**config.mk**
```make
export PLATFORM = sky130hd
export DESIGN_NAME = alu_frame_sequencer_flat
export DESIGN_NICKNAME = d
export VERILOG_FILES = /design/src/rtl/alu_frame_pkg.sv /design/src/rtl/alu_frame_sequencer_if.sv /design/src/rtl/frame_timeout_timer.sv /design/src/rtl/alu_frame_sequencer.sv /design/src/flat_wrapper.sv
export SDC_FILE = /design/constraint.sdc
export NUM_CORES = 1
export LEC_CHECK = 0
export ABC_AREA = 1
export CAP_MARGIN = 20
export CORE_UTILIZATION = 54
export CTS_CLUSTER_DIAMETER = 100
export DETAILED_ROUTE_END_ITERATION = 10
export GPL_ROUTABILITY_DRIVEN = 1
export GPL_TIMING_DRIVEN = 0
export PLACE_DENSITY = 0.77
export SLEW_MARGIN = 5
export SYNTH_ARGS = -nofsm -noshare
export SYNTH_HDL_FRONTEND = slang
export SYNTH_SLANG_ARGS = --single-unit
```
**constraint.sdc**
```tcl
create_clock -name clk -period 1.6 [get_ports clk]
set_input_delay 0.4 -clock clk [delete_from_list [all_inputs] [get_ports clk]]
set_output_delay 0.4 -clock clk [all_outputs]
set_load 0.005 [all_outputs]
```
**src/rtl/alu_frame_pkg.sv**
```systemverilog
// Shared definitions for the ALU frame sequencer: FSM state codes, response
// status codes and the default frame-start marker.
package alu_frame_pkg;

   localparam logic [3:0] S_IDLE      = 4'd0;
   localparam logic [3:0] S_GET_OP    = 4'd1;
   localparam logic [3:0] S_GET_A     = 4'd2;
   localparam logic [3:0] S_GET_B     = 4'd3;
   localparam logic [3:0] S_GET_CHK   = 4'd4;
   localparam logic [3:0] S_CHECK     = 4'd5;
   localparam logic [3:0] S_LATCH     = 4'd6;
   localparam logic [3:0] S_SEND_RES  = 4'd7;
   localparam logic [3:0] S_WAIT_RES  = 4'd8;
   localparam logic [3:0] S_SEND_STAT = 4'd9;
   localparam logic [3:0] S_WAIT_STAT = 4'd10;

   localparam logic [7:0] ST_OK             = 8'h00;
   localparam logic [7:0] ST_CHK_ERR        = 8'h01;
   localparam logic [7:0] DEFAULT_SYNC_BYTE = 8'hA5;

   // The byte-collecting states share the inter-byte timeout.
   function automatic logic is_get_state(input logic [3:0] s);
      return s inside {S_GET_OP, S_GET_A, S_GET_B, S_GET_CHK};
   endfunction

endpackage

```
**src/rtl/alu_frame_sequencer_if.sv**
```systemverilog
// Bundle of UART, ALU and status signals around the frame sequencer.
// master: the sequencer itself; slave: the UART/ALU environment.
interface alu_frame_sequencer_if #(
   parameter int LEN_DATA = 8,
   parameter int LEN_OP   = 6
);
   logic                rx_done_tick;
   logic [LEN_DATA-1:0] rx_data_in;
   logic [LEN_DATA-1:0] alu_data_in;
   logic                tx_done_tick;
   logic                tx_start;
   logic [LEN_DATA-1:0] data_out;
   logic [LEN_DATA-1:0] A;
   logic [LEN_DATA-1:0] B;
   logic [LEN_OP-1:0]   OPCODE;
   logic                busy;
   logic                frame_err;

   modport master (
      input  rx_done_tick, rx_data_in, alu_data_in, tx_done_tick,
      output tx_start, data_out, A, B, OPCODE, busy, frame_err
   );

   modport slave (
      output rx_done_tick, rx_data_in, alu_data_in, tx_done_tick,
      input  tx_start, data_out, A, B, OPCODE, busy, frame_err
   );
endinterface

```
**src/rtl/frame_timeout_timer.sv**
```systemverilog
// Saturating inter-byte timer: clear wins over enable, count holds once it
// reaches TIMEOUT_CYCLES and expired stays high until the next clear.
module frame_timeout_timer #(
   parameter int TIMEOUT_CYCLES = 1_000_000
) (
   input  logic clk,
   input  logic reset,
   input  logic clear,
   input  logic enable,
   output logic expired
);
   localparam int CNT_W = $clog2(TIMEOUT_CYCLES + 1);

   logic [CNT_W-1:0] count;

   assign expired = (count == CNT_W'(TIMEOUT_CYCLES));

   always_ff @(posedge clk) begin
      // NOTE: reset is synchronous, so it is tested inside the clocked branch and kept out of the sensitivity list.
      if (!reset)                    count <= '0;
      else if (clear)                count <= '0;
      else if (enable && !expired)   count <= count + CNT_W'(1);
   end
endmodule

```
**src/rtl/alu_frame_sequencer.sv**
```systemverilog
// Framed command controller: SYNC, OP, A, B[, CHK] in; result and status out.
// Define FRAME_CHECKSUM_EN for the 5-byte frame with XOR checksum.
module alu_frame_sequencer
   import alu_frame_pkg::*;
#(
   parameter int                  LEN_DATA       = 8,
   parameter int                  LEN_OP         = 6,
   parameter logic [LEN_DATA-1:0] SYNC_BYTE      = LEN_DATA'(DEFAULT_SYNC_BYTE),
   parameter int                  TIMEOUT_CYCLES = 1_000_000
) (
   input logic                   clk,
   input logic                   reset,
   alu_frame_sequencer_if.master bus
);
   logic [3:0]          state, next_state;
   logic [LEN_DATA-1:0] a_sh, b_sh, status;
`ifdef FRAME_CHECKSUM_EN
   logic [LEN_DATA-1:0] op_sh, chk_sh;
`else
   logic [LEN_OP-1:0]   op_sh;
`endif
   logic in_get, accept, expired, chk_ok;

   assign in_get   = is_get_state(state);
   assign accept   = bus.rx_done_tick &&
                     (in_get || (state == S_IDLE && bus.rx_data_in == SYNC_BYTE));
   assign bus.busy = (state != S_IDLE);

`ifdef FRAME_CHECKSUM_EN
   assign chk_ok = ((op_sh ^ a_sh ^ b_sh) == chk_sh);
`else
   assign chk_ok = 1'b1;
`endif

   frame_timeout_timer #(.TIMEOUT_CYCLES(TIMEOUT_CYCLES)) u_timer (
      .clk     (clk),
      .reset   (reset),
      .clear   (accept),
      .enable  (in_get),
      .expired (expired)
   );

   always_comb begin
      // NOTE: next_state gets a default before the case so no path leaves it unassigned (no latch).
      next_state = state;
      case (state)
         S_IDLE:      if (accept) next_state = S_GET_OP;
         S_GET_OP:    if (bus.rx_done_tick) next_state = S_GET_A;
                      else if (expired)     next_state = S_IDLE;
         S_GET_A:     if (bus.rx_done_tick) next_state = S_GET_B;
                      else if (expired)     next_state = S_IDLE;
`ifdef FRAME_CHECKSUM_EN
         S_GET_B:     if (bus.rx_done_tick) next_state = S_GET_CHK;
                      else if (expired)     next_state = S_IDLE;
         S_GET_CHK:   if (bus.rx_done_tick) next_state = S_CHECK;
                      else if (expired)     next_state = S_IDLE;
`else
         S_GET_B:     if (bus.rx_done_tick) next_state = S_CHECK;
                      else if (expired)     next_state = S_IDLE;
`endif
         S_CHECK:     next_state = S_LATCH;
         S_LATCH:     next_state = S_SEND_RES;
         S_SEND_RES:  next_state = S_WAIT_RES;
         S_WAIT_RES:  if (bus.tx_done_tick) next_state = S_SEND_STAT;
         S_SEND_STAT: next_state = S_WAIT_STAT;
         S_WAIT_STAT: if (bus.tx_done_tick) next_state = S_IDLE;
         default:     next_state = S_IDLE;
      endcase
   end

   always_ff @(posedge clk) begin
      if (!reset) begin
         state         <= S_IDLE;
         op_sh         <= '0;
         a_sh          <= '0;
         b_sh          <= '0;
`ifdef FRAME_CHECKSUM_EN
         chk_sh        <= '0;
`endif
         status        <= '0;
         bus.data_out  <= '0;
         bus.A         <= '0;
         bus.B         <= '0;
         bus.OPCODE    <= '0;
         bus.tx_start  <= 1'b0;
         bus.frame_err <= 1'b0;
      end else begin
         // NOTE: non-blocking assignments so every register samples pre-edge values.
         state         <= next_state;
         bus.frame_err <= in_get && !bus.rx_done_tick && expired;
         // Result start follows LATCH directly; the status start is issued one
         // cycle after SEND_STAT, giving the freshly loaded status byte setup time.
         bus.tx_start  <= (state == S_LATCH) || (state == S_SEND_STAT);

         if (bus.rx_done_tick) begin
            case (state)
               S_GET_OP:  op_sh  <= bus.rx_data_in[$bits(op_sh)-1:0];
               S_GET_A:   a_sh   <= bus.rx_data_in;
               S_GET_B:   b_sh   <= bus.rx_data_in;
`ifdef FRAME_CHECKSUM_EN
               S_GET_CHK: chk_sh <= bus.rx_data_in;
`endif
               default:   ;
            endcase
         end

         case (state)
            S_CHECK: begin
               status <= chk_ok ? LEN_DATA'(ST_OK) : LEN_DATA'(ST_CHK_ERR);
               if (chk_ok) begin
                  bus.A      <= a_sh;
                  bus.B      <= b_sh;
                  bus.OPCODE <= op_sh[LEN_OP-1:0];
               end
            end
            S_LATCH:    bus.data_out <= (status == LEN_DATA'(ST_OK)) ? bus.alu_data_in : '0;
            S_WAIT_RES: if (bus.tx_done_tick) bus.data_out <= status;
            default:    ;
         endcase
      end
   end
endmodule

```
**src/flat_wrapper.sv**
```systemverilog
// flat-port wrapper written by rule: the top's interface ports become plain ports
module alu_frame_sequencer_flat import alu_frame_pkg::*;
#(
   parameter int                  LEN_DATA       = 8,
   parameter int                  LEN_OP         = 6,
   parameter logic [LEN_DATA-1:0] SYNC_BYTE      = LEN_DATA'(DEFAULT_SYNC_BYTE),
   parameter int                  TIMEOUT_CYCLES = 1_000_000
)
  (clk, reset, bus_rx_done_tick, bus_rx_data_in, bus_alu_data_in, bus_tx_done_tick, bus_tx_start, bus_data_out, bus_A, bus_B, bus_OPCODE, bus_busy, bus_frame_err);
  alu_frame_sequencer_if #(.LEN_DATA(LEN_DATA), .LEN_OP(LEN_OP)) bus_i ();
  input logic clk;
  input logic reset;
  input wire logic [$bits(bus_i.rx_done_tick)-1:0] bus_rx_done_tick;
  input wire logic [$bits(bus_i.rx_data_in)-1:0] bus_rx_data_in;
  input wire logic [$bits(bus_i.alu_data_in)-1:0] bus_alu_data_in;
  input wire logic [$bits(bus_i.tx_done_tick)-1:0] bus_tx_done_tick;
  output wire logic [$bits(bus_i.tx_start)-1:0] bus_tx_start;
  output wire logic [$bits(bus_i.data_out)-1:0] bus_data_out;
  output wire logic [$bits(bus_i.A)-1:0] bus_A;
  output wire logic [$bits(bus_i.B)-1:0] bus_B;
  output wire logic [$bits(bus_i.OPCODE)-1:0] bus_OPCODE;
  output wire logic [$bits(bus_i.busy)-1:0] bus_busy;
  output wire logic [$bits(bus_i.frame_err)-1:0] bus_frame_err;
  assign bus_i.rx_done_tick = bus_rx_done_tick;
  assign bus_i.rx_data_in = bus_rx_data_in;
  assign bus_i.alu_data_in = bus_alu_data_in;
  assign bus_i.tx_done_tick = bus_tx_done_tick;
  assign bus_tx_start = bus_i.tx_start;
  assign bus_data_out = bus_i.data_out;
  assign bus_A = bus_i.A;
  assign bus_B = bus_i.B;
  assign bus_OPCODE = bus_i.OPCODE;
  assign bus_busy = bus_i.busy;
  assign bus_frame_err = bus_i.frame_err;
  alu_frame_sequencer #(.LEN_DATA(LEN_DATA), .LEN_OP(LEN_OP), .SYNC_BYTE(SYNC_BYTE), .TIMEOUT_CYCLES(TIMEOUT_CYCLES)) u_core (.clk(clk), .reset(reset), .bus(bus_i));
endmodule
```
# --- Word-level counts from Yosys, hierarchy flattened ---
# Cells that the tools add are included.
totals:
  reg_bits: 78
  in_bits: 20
  out_inout_bits: 33
  elab_cells: 57
op_classes:
  addsub: 1
  eq_ne: 15
  n_mux: 10
  bitwise_logic: 1
  reduce_logical: 19
op_table:
  columns: ["op", "n"]
  rows:
  - ["one-hot mux 4 bit (10 select lines)", 1]
  - ["two-way mux 4 bit", 7]
  - ["adder 20 x 1 -> 20 bit, second input constant", 1]
  - ["equality test 20 bit, second input constant", 1]
  - ["equality test 4 x 3 -> 1 bit, second input constant", 4]
  - ["one-hot mux 8 bit (2 select lines)", 1]
  - ["equality test 4 bit, second input constant", 3]
  - ["equality test 4 x 2 -> 1 bit, second input constant", 2]
  - ["equality test 8 bit, second input constant", 1]
  - ["two-way mux 8 bit", 1]
  - ["AND reduction 2 bit", 4]
  - ["nonzero test 4 bit", 2]
  - ["logical AND 1 bit", 5]
  - ["equality test 4 x 1 -> 1 bit, second input constant", 1]
  - ["zero test 4 bit", 1]
  - ["inequality test 2 bit, second input constant", 2]
  - ["AND reduction 3 bit", 1]
  - ["zero test 1 bit", 2]
  - ["logical OR 1 bit", 2]
  - ["inequality test 2 x 1 -> 1 bit, second input constant", 1]
  - ["nonzero test 2 bit", 1]
  - ["OR reduction 2 bit", 1]
  - ["inverter 1 bit", 1]

# --- Depth between registers and ports, before layout ---
logic_depth:
  depth_word: 6
  mapped_depth: 11
  depth_no_buf: 11

# --- Hierarchy ---
# A second synthesis with hierarchy kept.
hier_totals:
  cells_unflattened: 495
  hier_area_um2: 3544.6
by_module_without_submodules:
  columns: ["module", "n_inst", "cells_per_inst", "area_per_inst_um2", "seq_area_each_um2"]
  rows:
  - ["alu_frame_sequencer", 1, 282, 2188.3, 1161.1]
  - ["frame_timeout_timer", 1, 213, 1356.3, 400.4]

# --- Worst setup path after synthesis ---
# OpenSTA, ideal clock, no wires.
synth_timing:
  path_kind: "register -> register"
  startpoint: "reg u_core.u_timer.count[0]"
  endpoint: "reg u_core.u_timer.count[3]"
  setup_time_ns: 0.118
  t_arrival_ns: 1.282
  t_required_ns: 1.482
  path_slack_ns: 0.200
  path_stages_with_launch: 10
  n_path_buf: 1
  period_less_slack_ns: 1.400
  path_cell_list: "dfxtp_1 inv_1 ha_1 nand3_1 nor2_1 nand3_1 nand2_2 buf_4 o21ai_1 a21oi_1"
synth_via:
  elab_chain_len: 3
  word_cells_on_any_way: 4
  classes_between: "add/sub (1); eq/ne (1); reduce/logical (2)"
synth_rtl:
  columns: ["item", "line", "text"]
  rows:
  - ["start: declaration", "frame_timeout_timer.sv:14", "logic [CNT_W-1:0] count;"]
  - ["start signal: assignment", "frame_timeout_timer.sv:22", "else if (enable && !expired) count <= count + CNT_W'(1);"]
  - ["parallel branches: the longest is 3 deep, another holds adder 20 x 1 -> 20 bit", null, null]
# Several ways; the timed one is not identified.
# A chain may end at the register's enable or synchronous reset.

# --- Final worst setup path ---
layout_timing:
  startpoint: "reg u_core.state[0]"
  endpoint: "out bus_busy"
layout_via:
  elab_chain_len: 1
layout_rtl:
  columns: ["item", "line", "text"]
  rows:
  - ["start: declaration", "alu_frame_sequencer.sv:15", "logic [3:0] state, next_state;"]
  - ["start signal: assignment", "alu_frame_sequencer.sv:89", "state <= next_state;"]
  - ["nonzero test 4 bit", "alu_frame_sequencer.sv:27", "assign bus.busy = (state != S_IDLE);"]
  - ["end: declaration", "flat_wrapper.sv:22", "output wire logic [$bits(bus_i.busy)-1:0] bus_busy;"]
# No other way between the ends.

==> results.yml <==
timing:
  worstMarginPinSlew_ps: 390
  slew_viol_final: 0
  max_slew_margin_pct: 74.0
  fin_worst_skew_ps: 12.8
  hold_viol: 0
  setup_viol: 0
  hold_ws_ps: 453
  fmax_ghz: 0.636
  grt_setup_unrepaired: "yes"
  post-route-period-util_pct: 98.3
  period_needed_ps: 1570
  setup_tns_ps: 0
min_path:
  whs_endpoint: "u_core.bus.B[2]$_SDFFE_PN0P_"
  worstHoldPathCells: 2
  min-delay-start: "u_core.b_sh[2]$_SDFFE_PN0P_"
  min_path_type: "reg -> reg"
setup_path:
  critPathMaxStageDelay_ps: 380
  crit_chain: "inv_2 -> nand2_4 -> nor2_4 -> inv_1 -> buf_2"
  worst_r2r_startpoint: "u_core.state[0]$_SDFFE_PN0P_"
  reg2reg_depth: 11
  worstPathRequired_ps: 1200
  start_kind: "register"
  critPathTopFamily: "flip-flops"
  r2r_slack_ps: 100
  path_max_fanout: 7
  regToRegEndpoint: "u_core.u_timer.count[8]$_SDFFE_PP0P_"
  path_buf_inv: 3
  worst_path_max_delay_cell: "dfxtp_4"
  path_class: "reg -> out"
  critPathArrivalTime_ps: 1170
  critPathCaptureType: "primary output"
grt:
  grt.busiest_layer: "met2"
  grt_pass1_wl_mm: 13.3
  gr-usage-met2_pct: 42.1
  gr-usage-all-layers_pct: 25.9
  use_met3_pct: 5.60
  first_global_vias: 2945
  grt_antenna_before_repair: 0
  grt-ovfl-total: 0
  grt_use_met1_pct: 34.3
  grt_max_degree: 17
placement:
  port_buffers: 51
  place.gp.congestion: 0.903
  dp_hpwl_mm: 6.04
power_and_ir_drop:
  ir_worst_vdd_v: 0.000674
  p_leak_nw: 2.22
  power.density_nw_per_um2: 882
route:
  vias: 3513
  drc: 0
  wl_per_cell_um: 13.3
  drt-total-wl_mm: 8.73
  drt-pass1-iter-count: 5
  antenna_left: 0
  drt_iter0_drc: 228
  viasPerCell: 5.36
synthesis:
  yosys-top-cells-area: "dfxtp_1 (44%), nand2_1 (12%), nor2_1 (9.3%)"
  ys_seq_area_share_pct: 44.4
  synth.largest_area_cell: "dfxtp_1"
  syn-cell-area_um2: 3510
  syn_inst: 504
  synth_area_per_cell_um2: 6.97
  postSynthNetCount: 526
  yosysWarnings: 0
  ys_seq_elements: 78
  synth.distinct_cells: 30
  synthDominantCellAreaShare_pct: 44.4
clocking:
  clk_pin_slew_worst_paths_ps: 90
  clockBufferDepth: 2
  numClockSinks: 78
  cts_tree: "yes"
  cts_buffers: 9
  root_buffer: "clkbuf_8"
  htreeDepth: 3
  insertion_delay_ps: 370
floorplanning:
  io_pins: 53
  fp-row-count: 29
  start_util_pct: 55.7
  fp.dieArea_um2: 6840
  dieWidth_um: 82.7
  coreArea_um2: 6310
  die_h_um: 82.7
flow_run:
  cap_violations: 0
finish:
  finalNetCount: 596
  drive_gt1_share_pct: 18.1
  antenna_cells: 0
  syn_to_final_growth_pct: 30.3
status:
  outcome: "complete, no violations"
cell type report:
type,instances,area (um2)
Fill cell,521,1740
Multi-Input combinational cell,358,1730
Sequential cell,78,1600
Timing Repair Buffer,59,601
Inverter,48,183
Buffer,20,153
Clock buffer,9,124
Tap cell,77,96.3
Clock inverter,7,86.3
metrics by stage:
step                cell area [um2]  setup WS, ps  utilization, %  power (mW)  std cells
floorplan                      3510           200               -        2.27        504
global placement               4120          -376            65.3        2.40        632
detailed placement             4120          -415            65.3        2.41        632
CTS                            4410         0.116            69.9        4.00        653
global route                   4580         -23.6            72.5        4.17        656
finish                         4580          27.9            72.5        4.04        656
registers in the layout, summed over array words and instances, names as in the netlist, 6 cells and up:
name and flops:
u_core.a_sh 8, u_core.b_sh 8, u_core.bus.A 8, u_core.bus.B 8, u_core.bus.OPCODE 6, u_core.bus.data_out 8
u_core.op_sh 6, u_core.u_timer.count 20
cells by family after synthesis:
group | after synthesis | share of synthesized area (%)
compound gates | 107 | 15.6
xor+xnor | 11 | 2.74
fa+ha+maj | 2 | 0.712
buf+inv | 68 | 8.40
flops | 78 | 44.4
simple gates | 238 | 28.1
power breakdown:
| part | total (mW) | internal [mW] | switching [mW] |
|---|---|---|---|
| registers | 2.00 | 1.97 | 0.0302 |
| logic | 0.443 | 0.188 | 0.255 |
| clock network | 1.59 | 0.759 | 0.836 |
| total | 4.04 | 2.92 | 1.12 |
placed cells by master (no fill, tap or decap), types with 7 or more instances in the layout:
cell	count
nand2_1	110
nor2_1	85
dfxtp_1	52
a21oi_1	47
o21ai_0	46
inv_1	33
dfxtp_2	22
dlymetal6s2s_1	20
clkdlybuf4s50_1	18
nand3_1	15
inv_2	12
dlygate4sd2_1	12
buf_4	10
clkbuf_8	9
xor2_1	8
nand2_2	7
layer usage:
layer  vias to the layer above  part of all wire, %
met2                       117                   48
met1                      1631                   46
met5                         -                    0
met4                         0                 0.94
met3                        16                  5.5
li1                       1749                    -
worst max-delay path by stage:
stage               depth (start not counted)                            startpoint  slack, ps                              endpoint
detailed placement                          5                                 reset       -410          u_core.bus.A[4]$_SDFFE_PN0P_
floorplan                                   9  u_core.u_timer.count[0]$_SDFFE_PP0P_        200  u_core.u_timer.count[3]$_SDFFE_PP0P_
finish                                      5          u_core.state[0]$_SDFFE_PN0P_         30                              bus_busy
global route                                6          u_core.state[1]$_SDFFE_PN0P_        -20                              bus_busy
global placement                            5                                 reset       -380          u_core.bus.A[4]$_SDFFE_PN0P_
CTS                                         1   u_core.bus.data_out[0]$_SDFFE_PN0P_        0.1                       bus_data_out[0]
worst register-to-register path: cells and delay by family, from the launching register on:
kind	cells	cell delay, ps
AO/OA/AOI/OAI	2	180
AND/OR/NAND/NOR	5	410
buffers and inverters	4	470
flip-flops	1	380
repair_timing:
action,4_1_cts,5_1_grt
hold buffers,0,0
gates resized for setup,49,59
pin swaps,3,5
endpoints found under the setup margin,56,70
buffers inserted,5,3
synthesized netlist by cell type (all sizes together):
cell	count
a21oi	52
a31oi	2
o21ai	50
ha	2
xnor2	3
buf	13
nor4	1
nor2	91
dfxtp	78
nand4	5
inv	46
nand3	16
clkinv	2
nand3b	4
nand2	118
xor2	8
o211ai	1
nor3	3
clkbuf	7
o31ai	2
Power figures use the tool's default switching activity.
